**src/rtl/div_pkg.sv**
```systemverilog
// Shared types and constants for the sequential divider.
package div_pkg;

   localparam int DIV_N = 16;

   typedef enum logic [1:0] {
      IDLE = 2'd0,
      BUSY = 2'd1,
      DONE = 2'd2
   } div_state_e;

endpackage

```
**src/rtl/div_step.sv**
```systemverilog
// One restoring-division iteration: shift, trial subtract, select.
module div_step #(
   parameter int N = 16
) (
   input  logic [N:0]   rem_i,
   input  logic         msb_i,
   input  logic [N-1:0] divisor_i,
   output logic [N:0]   rem_o,
   output logic         qbit_o
);

   logic [N:0]   shifted;
   logic [N+1:0] trial;

   // one extra bit so the trial sign never aliases with shifted's MSB
   always_comb begin
      shifted = {rem_i[N-1:0], msb_i};
      trial   = {1'b0, shifted} - {2'b00, divisor_i};
      qbit_o  = ~trial[N+1];
      rem_o   = qbit_o ? trial[N:0] : shifted;
   end

endmodule

```
**src/rtl/seq_divider.sv**
```systemverilog
// Unsigned radix-2 restoring divider with valid/ready handshakes.
module seq_divider
   import div_pkg::*;
#(
   parameter int N = DIV_N
) (
   input  logic         clk,
   input  logic         rst,
   input  logic         in_valid,
   output logic         in_ready,
   input  logic [N-1:0] dividend,
   input  logic [N-1:0] divisor,
   output logic         out_valid,
   input  logic         out_ready,
   output logic [N-1:0] quotient,
   output logic [N-1:0] remainder,
   output logic         div_by_zero
);

   localparam int CW = $clog2(N + 1);

   div_state_e   state_q, state_d;
   logic [CW-1:0] cnt_q, cnt_d;
   logic [N:0]   rem_q, rem_d;
   logic [N-1:0] quo_q, quo_d;
   logic [N-1:0] dvs_q, dvs_d;
   logic         dbz_q, dbz_d;

   logic [N:0]   step_rem;
   logic         step_qbit;

   div_step #(.N(N)) u_step (
      .rem_i     (rem_q),
      .msb_i     (quo_q[N-1]),
      .divisor_i (dvs_q),
      .rem_o     (step_rem),
      .qbit_o    (step_qbit)
   );

   // quo_q starts as the dividend and fills with quotient bits from the right
   always_comb begin
      state_d = state_q;
      cnt_d   = cnt_q;
      rem_d   = rem_q;
      quo_d   = quo_q;
      dvs_d   = dvs_q;
      dbz_d   = dbz_q;
      unique case (state_q)
         IDLE: begin
            if (in_valid) begin
               if (divisor == '0) begin
                  quo_d   = '1;
                  rem_d   = {1'b0, dividend};
                  dbz_d   = 1'b1;
                  state_d = DONE;
               end else begin
                  quo_d   = dividend;
                  dvs_d   = divisor;
                  rem_d   = '0;
                  cnt_d   = CW'(N);
                  dbz_d   = 1'b0;
                  state_d = BUSY;
               end
            end
         end
         BUSY: begin
            rem_d = step_rem;
            quo_d = {quo_q[N-2:0], step_qbit};
            cnt_d = cnt_q - CW'(1);
            if (cnt_q == CW'(1)) state_d = DONE;
         end
         DONE: begin
            if (out_ready) state_d = IDLE;
         end
         default: state_d = IDLE;
      endcase
   end

   always_ff @(posedge clk) begin
      if (rst) begin
         state_q <= IDLE;
         cnt_q   <= '0;
         rem_q   <= '0;
         quo_q   <= '0;
         dvs_q   <= '0;
         dbz_q   <= 1'b0;
      end else begin
         state_q <= state_d;
         cnt_q   <= cnt_d;
         rem_q   <= rem_d;
         quo_q   <= quo_d;
         dvs_q   <= dvs_d;
         dbz_q   <= dbz_d;
      end
   end

   always_comb begin
      in_ready    = (state_q == IDLE);
      out_valid   = (state_q == DONE);
      quotient    = out_valid ? quo_q : '0;
      remainder   = out_valid ? rem_q[N-1:0] : '0;
      div_by_zero = out_valid & dbz_q;
   end

endmodule
```
**config.mk**
```make
export PLATFORM = sky130hd
export DESIGN_NAME = seq_divider
export DESIGN_NICKNAME = d
export VERILOG_FILES = /design/src/rtl/div_pkg.sv /design/src/rtl/div_step.sv /design/src/rtl/seq_divider.sv
export SDC_FILE = /design/constraint.sdc
export NUM_CORES = 1
export LEC_CHECK = 0
export CELL_PAD_IN_SITES_DETAIL_PLACEMENT = 1
export CELL_PAD_IN_SITES_GLOBAL_PLACEMENT = 1
export CORE_ASPECT_RATIO = 1.4
export CORE_UTILIZATION = 49
export CTS_BUF_LIST = sky130_fd_sc_hd__clkbuf_4
export CTS_CLUSTER_DIAMETER = 50
export DETAILED_ROUTE_END_ITERATION = 7
export DONT_BUFFER_PORTS = 1
export GPL_TIMING_DRIVEN = 1
export PLACE_DENSITY_LB_ADDON = 0.2
export SLEW_MARGIN = 20
export SYNTH_ARGS = -nofsm -noshare
export SYNTH_HDL_FRONTEND = slang
export SYNTH_SLANG_ARGS = --single-unit
```
**constraint.sdc**
```tcl
create_clock -name clk -period 7.5 [get_ports clk]
set_clock_uncertainty 0.2 [all_clocks]
set_input_delay 0.375 -clock clk [delete_from_list [all_inputs] [get_ports clk]]
set_output_delay 0.375 -clock clk [all_outputs]
set_load 0.02 [all_outputs]
```
# ---- After elaboration in Yosys (flattened, before gate mapping)
# Index checks and enable logic that the tools add are counted.
dict set report op_classes {
  n_addsub 2
  n_reduce_logical 8
  eq_ne 7
  bitwise 3
  muxes 18
}
# operator count
set ops {}
lappend ops {{two-way mux 16 bit} 7}
lappend ops {{case mux 16 bit (2 select lines)} 2}
lappend ops {{subtractor 17 x 16 -> 18 bit} 1}
lappend ops {{logical NOT 16 bit} 1}
lappend ops {{two-way mux 5 bit} 2}
lappend ops {{case mux 5 bit (2 select lines)} 1}
lappend ops {{AND reduction 3 bit} 3}
lappend ops {{two-way mux 2 bit} 4}
lappend ops {{!= test 2 bit, second input constant} 3}
lappend ops {{case mux 2 bit (3 select lines)} 1}
lappend ops {{equality test 5 x 1 -> 1 bit, second input constant} 1}
lappend ops {{subtractor 5 x 1 -> 5 bit, second input constant} 1}
lappend ops {{AND reduction 2 bit} 2}
lappend ops {{equality test 2 x 1 -> 1 bit, second input constant} 1}
lappend ops {{equality test 2 bit, second input constant} 1}
lappend ops {{logical NOT 2 bit} 1}
lappend ops {{!= test 2 x 1 -> 1 bit, second input constant} 1}
lappend ops {{NOT 1 bit} 2}
lappend ops {{nonzero test 2 bit} 1}
lappend ops {{AND 1 bit} 1}
lappend ops {{two-way mux 1 bit} 1}
dict set report word_totals {
  out_inout_bits 35
  ff_bits 56
  in_bits 36
  word_cells 44
}

# ---- Depth between registers and ports, before layout
# Gate-level depths: netlist of the first run.
dict set report logic_depth {
  word_depth 4
  mapped_depth 12
  ltp_nobuf 10
}

# ---- Cells and area by module
# From an unflattened synthesis of the first run, not the netlist that was laid out.
dict set report hier_totals {
  hier_cells 473
  area_unflattened_um2 3778.6
}
# mod cells_each seq_area_each_um2 instances area_per_inst_um2
set modules_own_cells {}
lappend modules_own_cells {seq_divider 328 1141.1 1 2646.3}
lappend modules_own_cells {div_step 145 0.0 1 1132.3}

# ---- Worst setup path after synthesis of the first run
# OpenSTA, ideal clock, no wires.
dict set report synth_timing {
  path_kind {register to register}
  from {register quo_q[15]}
  to {register rem_q[8]}
  required_ns 7.197
  slack_ns 5.131
  stages_incl_launch_ff 11
  setup_time_ns 0.103
  arrival_ns 2.066
  synth_period_minus_slack_ns 2.369
  n_path_buf 0
  cell_sequence {dfxtp_1 > inv_1 > ha_1 > fa_1 > nor2b_1 > o2111ai_1 > a31oi_1 > or2_2 > xor2_1 > mux2i_1 > a2111oi_2}
}
dict set report synth_between {
  elab_chain_cells 3
}
# item line_no
set synth_rtl {}
lappend synth_rtl {{from (decl)} seq_divider.sv:25} ;# logic [N-1:0] quo_q, quo_d;
lappend synth_rtl {{from (signal assigned)} seq_divider.sv:91} ;# quo_q <= quo_d;
lappend synth_rtl {{subtractor 17 x 16 -> 18 bit} div_step.sv:18} ;# trial = {1'b0, shifted} - {2'b00, divisor_i};
lappend synth_rtl {{two-way mux 16 bit} div_step.sv:20} ;# rem_o = qbit_o ? trial[N:0] : shifted;
lappend synth_rtl {{case mux 16 bit (2 select lines)} seq_divider.sv:48} ;# unique case (state_q)
lappend synth_rtl {{to (signal assigned)} seq_divider.sv:90} ;# rem_q <= rem_d;
lappend synth_rtl {{to (decl)} seq_divider.sv:24} ;# logic [N:0] rem_q, rem_d;
# Every way passes these cells.
# A chain may end at the register's enable or synchronous reset.

# ---- Worst setup path after layout of the first run
dict set report layout_timing {
  from {register state_q[1]}
  to {register dvs_q[6]}
}
dict set report layout_between {
  elab_chain_cells 2
}
# item line_no
set layout_rtl {}
lappend layout_rtl {{from (decl)} seq_divider.sv:22} ;# div_state_e state_q, state_d;
lappend layout_rtl {{from (signal assigned)} seq_divider.sv:88} ;# state_q <= state_d;
lappend layout_rtl {{logical NOT 2 bit} n/a}
lappend layout_rtl {{net in_ready} seq_divider.sv:10} ;# output logic in_ready,
lappend layout_rtl {{AND reduction 3 bit (no line)} n/a}
lappend layout_rtl {{to (signal assigned)} seq_divider.sv:92} ;# dvs_q <= dvs_d;
lappend layout_rtl {{to (decl)} seq_divider.sv:26} ;# logic [N-1:0] dvs_q, dvs_d;
# The timed path passes the listed nets, and every way through them passes these cells.

==> results of run 1 <==
-- cells by family (layout without fill, tap and decap cells) --
logic type,after synthesis,after routing
adder cells (fa/ha/maj),19,19
multiplexers,6,6
XOR/XNOR,16,16
AO/OA/AOI/OAI,106,106
buffers and inverters,50,66
flip-flops,56,56
AND/OR/NAND/NOR,228,228
-- registers in the layout (all words and copies together) (netlist names) --
signal,cells
cnt_q,5
dvs_q,16
rem_q,16
dbz_q,1
quo_q,16
state_q,2
-- layer usage --
layer,global-route usage,part of all wire,wire [microns]
met3,0.0489,0.043,448
met2,0.508,0.52,5400
met1,0.334,0.42,4380
met4,0.104,0.021,223
met5,0,0,0
-- final timing paths --
check	from	to	slack [ps]	cells past startpoint
hold / removal	dividend[5]	rem_q[5]	8	2
setup / recovery	state_q[1]	dvs_q[6]	4360	6
hold reg to reg	dvs_q[4]	dvs_q[4]	270	2
setup reg to reg	state_q[1]	dvs_q[6]	4360	6
-- worst register-to-register path: stages (launching register included) --
cell and delay [ps]:
dfxtp_1 420, nor2_1 440, nand2_1 490, nor2_2 690, nand2_1 150, a21oi_1 160, dlygate4sd3_1 560
-- area by class of cell --
type	instances	area (sq um)	share of cell area
multi-input cells	375	2250	0.560
flip-flops and latches	56	1120	0.279
repair buffers	35	360	0.0897
well taps	95	119	0.0296
inverters	23	86.3	0.0215
clock inverters	3	42.5	0.0106
clock buffers	5	37.5	0.00934
-- metrics by stage --
step,hold WS (ps),setup WS (ps),util
after floorplan,236,5130,-
after global placement,238,4650,0.515
after detailed placement,242,4530,0.515
after CTS,2.40,4140,0.575
after global routing,2.74,4160,0.576
final,8.39,4360,0.576
-- cell usage in the layout (no fill, tap or decap), types with 3 or more instances in the layout --
cell type / instances
mux2i_1: 6
a21oi_1: 49
o211ai_1: 3
a2111oi_1: 4
and2_1: 35
clkbuf_4: 5
nand3_1: 3
nor2b_1: 5
nand2_1: 51
xor2_1: 5
xnor2_1: 11
a2111oi_2: 3
o21a_1: 4
dfxtp_1: 56
dlygate4sd3_1: 31
or2_2: 3
nor4_1: 19
inv_1: 23
o21bai_1: 3
nor2_1: 80
buf_4: 3
a31oi_1: 9
a21o_1: 3
ha_1: 18
o31ai_1: 8
and3_1: 4
nor3_1: 12
o21ai_0: 8
-- power by group --
group          total [mW]  internal, mW  switching (mW)  leakage [nW]
Sequential          0.382         0.340          0.0414         0.462
Combinational       0.523         0.210           0.313          1.12
Clock               0.173        0.0696           0.103        0.0412
-- repair_timing --
action / 4_1_cts / 5_1_grt
hold buffers: 32 / 0
gates resized for setup: 0 / 0
endpoints found under the hold margin: 56 / 0
==> out/qor.txt, run 1 <==
Pin count of the biggest net entering global routing - 59
Row count - 36
Inserted Clock Buffers - 5
CTS sink cnt - 56
Remaining global-route overflow - 0
Die area - 7620 sq um
Total power per unit cell area - 268 nW/um^2
Yosys warnings - 0
ANT cells - 0
Status - completed
Htree depth - 2
Fmax - 0.318 GHz
Compound-gate portion of the synthesized area - 0.192
CP Capture Type - flip-flop
Final #Nets - 551
Total placed instance area - 3600 sq um
Total power - 1.08 mW
CP max FO - 18
CP top delay family - simple AND/OR/NAND/NOR gates
Mux cell area share after synthesis - 0.0169
I/O pins - 71
HP Class - in -> reg
Detail Route Antenna Nets - 0
Worst skew pair latency - 400 ps
Post-CTS Setup Bufs - 0
Post-synthesis cell count - 481
Top FF cell, synth - dfxtp_1
Tcrit/Tclk final - 0.419
Post-DP HPWL - 7.48 mm
Post-Synth Adder-Cell Area - 0.0689
Fin. max-slew vios - 0
Top post-synthesis cells by count - 82 x nor2_1, 56 x dfxtp_1, 51 x nand2_1
Rel. slew slack - 0.259
Post-Synth XOR/XNOR Area - 0.0394
RSZ-0062 raised after global routing - false
Most used cell, CP - nand2_1
Vias - 3444
Clock Tree Buf Depth - 2
Cells taking the most area after synthesis - dfxtp_1 31%, nor2_1 8.6%, a21oi_1 6.9%, ha_1 6.3%, and2_1 6.1%
Largest family of logic cells by synthesized area - simple AND/OR/NAND/NOR gates
Synth Register Bits - 56
Non-filler instance count after layout - 592
Mean post-synth cell area - 7.40 sq um
Max incr delay on CP - 690 ps
Total routed wirelength - 10.5 mm
Fraction of post-synthesis cell area in the top cell type by area - 0.315
Final RePlAce weighted congestion - 0.950
Fill cells - 896
CP cell instances - nor2_1 -> nand2_1 -> nor2_2 -> nand2_1 -> a21oi_1 -> dlygate4sd3_1
Critical path launch point type - flip-flop
Layout cells sized above 1 - 0.0523
Worst slew pin tran - 1110 ps
Port bufs - 0
Die W - 74.0 microns
Synth Area in Simple Gates - 0.312
Post-synth EDFFs - 0
Total core area - 6980 sq um
Count of different cell masters after synthesis - 48
Layout overhead on the synthesized area - 12.9%
Top-count cell post-synth - nor2_1
Crit path time final - 3140 ps
Mapped Area - 3560 sq um
Seq/Total Area, Yosys - 0.315
WP buf/inv - 1
Drt initial violations - 155
Remaining routing DRC violations - 0
Critical path class - reg -> reg
Worst vdd ir - 0.121 mV
Fin. Hold Viols - 0
Reg clk slew, reported paths - 170 ps
Root buf cell - clkbuf_4
Max Cap Viol - 0
Critical Path RT - 7660 ps
First-pass GRT wire length - 16.6 mm
Post-synth top area cell - dfxtp_1
Crit path max-delay cell type - nor2_2
Total GRT Usage - 0.284
Placed cells - 552
Final Cell Area - 4020 sq um
Syn Nets - 536
TNS Setup - 0 ps
Vias in the first global route - 3562
Chip height - 103 microns
Static leakage - 1.63 nW
Arrival time of the worst setup path - 3300 ps
Drt pass-1 iters - 4
Asr flop ratio synth - 0
WL/cell - 17.7 microns
CTS tree - yes
Initial core utilization - 0.510
Final setup vio count - 0
Initial antenna violation count - 0
Avg Vias per Cell - 5.82
No activity file was read; power rests on OpenSTA's default activity.
==> run 2: changes to the inputs <==
--- a/config.mk
+++ b/config.mk
@@ -5,10 +5,11 @@
 export SDC_FILE = /design/constraint.sdc
 export NUM_CORES = 1
 export LEC_CHECK = 0
+export ABC_AREA = 1
 export CELL_PAD_IN_SITES_DETAIL_PLACEMENT = 1
 export CELL_PAD_IN_SITES_GLOBAL_PLACEMENT = 1
 export CORE_ASPECT_RATIO = 1.4
-export CORE_UTILIZATION = 49
+export CORE_UTILIZATION = 41
 export CTS_BUF_LIST = sky130_fd_sc_hd__clkbuf_4
 export CTS_CLUSTER_DIAMETER = 50
 export DETAILED_ROUTE_END_ITERATION = 7
==> constraint.sdc (replaced) <==
create_clock -name clk -period 2.6 [get_ports clk]
set_clock_uncertainty 0.2 [all_clocks]
set_input_delay 0.13 -clock clk [delete_from_list [all_inputs] [get_ports clk]]
set_output_delay 0.13 -clock clk [all_outputs]
set_load 0.02 [all_outputs]
==> run 2 against run 1 <==
  * The flow now finishes with violations (DRC)
  * Via count increased by 25%
  * Wire length is 28% higher
  * Worst hold slack better by 120 ps
  * Critical path type unchanged
  * Largest cell class unchanged
==> out/qor.txt, run 2 <==
Commonest cells after routing, fill and taps aside - 132 x nand2_1, 102 x inv_1, 89 x nor2_1
Count of different cell masters after synthesis - 36 (-25%)
Final setup vio count - 0 (unchanged)
RSZ-0062 raised after global routing - false
CP max FO - 12 (-6)
Clock power frac - 0.165 (+0.005)
Layout overhead on the synthesized area - 19.6%
Pin count of the biggest net entering global routing - 38 (-36%)
Reg2Reg Setup Slack - 170 ps (-4190 ps)
Cells taking the most area after synthesis - dfxtp_1 29%, nand2_1 13%, inv_1 9.8%, nor2_1 8.6%, ha_1 5.7%
Final #Nets - 739 (+34%)
Crit path time final - 2430 ps (-712 ps)
Top FF cell, synth - dfxtp_1
Layout cells sized above 1 - 0.121 (+0.0689)
Crit path max-delay cell type - dfxtp_1
Die area - 9970 sq um (+31%)
Chip height - 118 microns (+14%)
Fraction of post-synthesis cell area in the top cell type by area - 0.286 (-0.0292)
WL/cell - 16.8 microns (-4.6%)
Drt pass-1 iters - 6 (+2)
Remaining routing DRC violations - 7 (+7)
CP cell instances - ha_1 -> nand2_1 -> nand2_1 -> nand2_1 -> nand3_1 -> a21oi_4 -> buf_4 -> nand3_1 -> nand2_1 -> inv_1 -> nand2_1 -> nand2_1 -> a21oi_2
Syn Nets - 679 (+27%)
Part of the power in registers - 0.389 (+0.035)
Fill cells - 1244 (+39%)
Row count - 41 (+14%)
Tcrit/Tclk final - 0.935 (+0.516)
Total routed wirelength - 13.4 mm (+28%)
Worst skew pair latency - 410 ps (about the same)
Htree depth - 2 (unchanged)
Total GRT Usage - 0.277 (-0.00725)
Worst slew pin tran - 1030 ps (-78.5 ps)
Top Registers - dvs_q: 16 flops, quo_q: 16 flops, rem_q: 16 flops
CTS sink cnt - 56 (unchanged)
Top-count cell post-synth - nand2_1
Vias - 4300 (+25%)
Rel. slew slack - 0.309 (+0.0501)
Status - finished, violations left
Worst r2r path cells - 13 (+7)
Mapped Area - 3930 sq um (+10%)
Total power per unit cell area - 565 nW/um^2 (+110%)
Static leakage - 2.16 nW (+33%)
Total core area - 9130 sq um (+31%)
Post-DP HPWL - 9.89 mm (+32%)
Inserted Clock Buffers - 5 (unchanged)
Root buf cell - clkbuf_4
Hold_sp - divisor[1]
Internal - 1.48 mW (+140%)
Yosys warnings - 0 (unchanged)
Die W - 84.7 microns (+14%)
Critical Path RT - 2750 ps (-4910 ps)
Post-CTS Setup Bufs - 0 (unchanged)
Max Cap Viol - 0 (unchanged)
Remaining global-route overflow - 0 (unchanged)
Detail Route Antenna Nets - 0 (unchanged)
Asr flop ratio synth - 0 (unchanged)
Drt initial violations - 172 (+11%)
Seq/Total Area, Yosys - 0.286 (-0.0292)
Non-filler instance count after layout - 793 (+34%)
Mean post-synth cell area - 6.29 sq um (-15%)
Reg-to-Reg End - rem_q[13]
CTS tree - yes
I/O pins - 71 (unchanged)
HP Class - in -> reg
Placed cells - 748 (+36%)
Fmax - 0.411 GHz (+29%)
Violated checks - DRC
Port bufs - 0 (unchanged)
Post-synth top area cell - dfxtp_1
Initial antenna violation count - 1 (+1)
Worst vdd ir - 0.224 mV (+85%)
Arrival time of the worst setup path - 2580 ps (-720 ps)
Max incr delay on CP - 500 ps (-190 ps)
Comb pwr share - 0.446 (-0.039)
Final RePlAce weighted congestion - 0.849 (-11%)
Hold Crit Depth - 6 (+4)
Post-synthesis cell count - 624 (+30%)
Clock Tree Buf Depth - 2 (unchanged)
TNS Setup - 0 ps (unchanged)
Avg Vias per Cell - 5.42 (-6.8%)
Sw Ratio - 0.443 (+0.0183)
Reg clk slew, reported paths - 190 ps (+20 ps)
Fin. Hold Viols - 0 (unchanged)
Initial core utilization - 0.430 (-0.0802)
First-pass GRT wire length - 22.1 mm (+33%)
Critical path class - reg -> reg
Sw Pwr - 1.17 mW (+160%)
Fin. max-slew vios - 0 (unchanged)
Synth Register Bits - 56 (unchanged)
Top post-synthesis cells by count - 132 x nand2_1, 102 x inv_1, 90 x nor2_1
Post-synth EDFFs - 0 (unchanged)
CP Capture Type - flip-flop
Critical path launch point type - flip-flop
Most used cell, CP - nand2_1
Hold Path End - quo_q[6]
Vias in the first global route - 4599 (+29%)
Most common cell after layout, fill and taps aside - nand2_1
Worst reg2reg path startpoint - rem_q[9]
-- run 2: final cells by class --
cell class	count	area, sq um	share of cell area
multi-input cells	434	2270	0.484
well taps	107	134	0.0285
flip-flops and latches	56	1120	0.239
clock buffers	5	37.5	0.00800
diodes	1	2.50	0.000533
inverters	107	402	0.0856
clock inverters	3	22.5	0.00480
repair buffers	80	703	0.150
-- run 2: worst max path at each step --
stage / from / end / slack (ps) / cells after the start
3_3_place_gp: quo_q[15] / rem_q[6] / 260 / 13
6_report: rem_q[9] / rem_q[13] / 170 / 13
2_1_floorplan: quo_q[15] / rem_q[14] / 540 / 15
4_1_cts: quo_q[15] / rem_q[14] / 160 / 15
5_1_grt: rem_q[2] / rem_q[12] / 20 / 13
3_5_place_dp: quo_q[15] / rem_q[14] / 220 / 14
-- run 2: logic make-up (layout without fill, tap and decap cells) --
group           Yosys count  in the layout  synth area share
simple gates            295            295             0.322
xor+xnor                  6              6            0.0134
flops                    56             56             0.286
fa+ha+maj                19             19            0.0625
other cells               0              1                 0
buf+inv                 134            195             0.137
compound gates          114            114             0.179
-- run 2: per-layer routing --
layer / GRT usage / wire (microns) / vias up
met5: 0 / 0 / -
met1: 0.313 / 5580 / 2056
li1: - / - / 2117
met2: 0.515 / 6900 / 92
met4: 0.124 / 519 / 0
met3: 0.0259 / 358 / 35
-- run 2: power groups by stage --
stage                     combinational (mW)  sequential (mW)  clock, mW
after floorplan                        0.876             1.02          0
after CTS                               1.17             1.03      0.448
final                                   1.18             1.03      0.437
after global placement                  1.07             1.04          0
after detailed placement                1.11             1.05          0
after global routing                    1.33             1.04      0.478
-- run 2: worst max-delay path: cells and delay by family (launching register included) --
kind            cells  cell delay, ps
simple gates        8             710
flops               1             500
fa+ha+maj           1             340
compound gates      2             340
buf+inv             2             280
-- run 2: metrics by stage --
step,worst slack (ps),util,area [sq um],hold slack (ps),total power [mW]
3_3_place_gp,262,0.467,4270,-1.92,2.12
3_5_place_dp,217,0.467,4270,-2.08,2.16
5_1_grt,16.6,0.514,4690,157,2.85
4_1_cts,157,0.513,4690,87.4,2.65
2_1_floorplan,541,-,3930,64.9,1.90
6_report,170,0.514,4690,125,2.65
-- run 2: repair_timing --
| action | in CTS | in global routing |
|---|---|---|
| setup endpoints to repair | 0 | 2 |
| endpoints found under the hold margin | 54 | 0 |
| resized for setup | 0 | 1 |
| hold buffers | 36 | 0 |
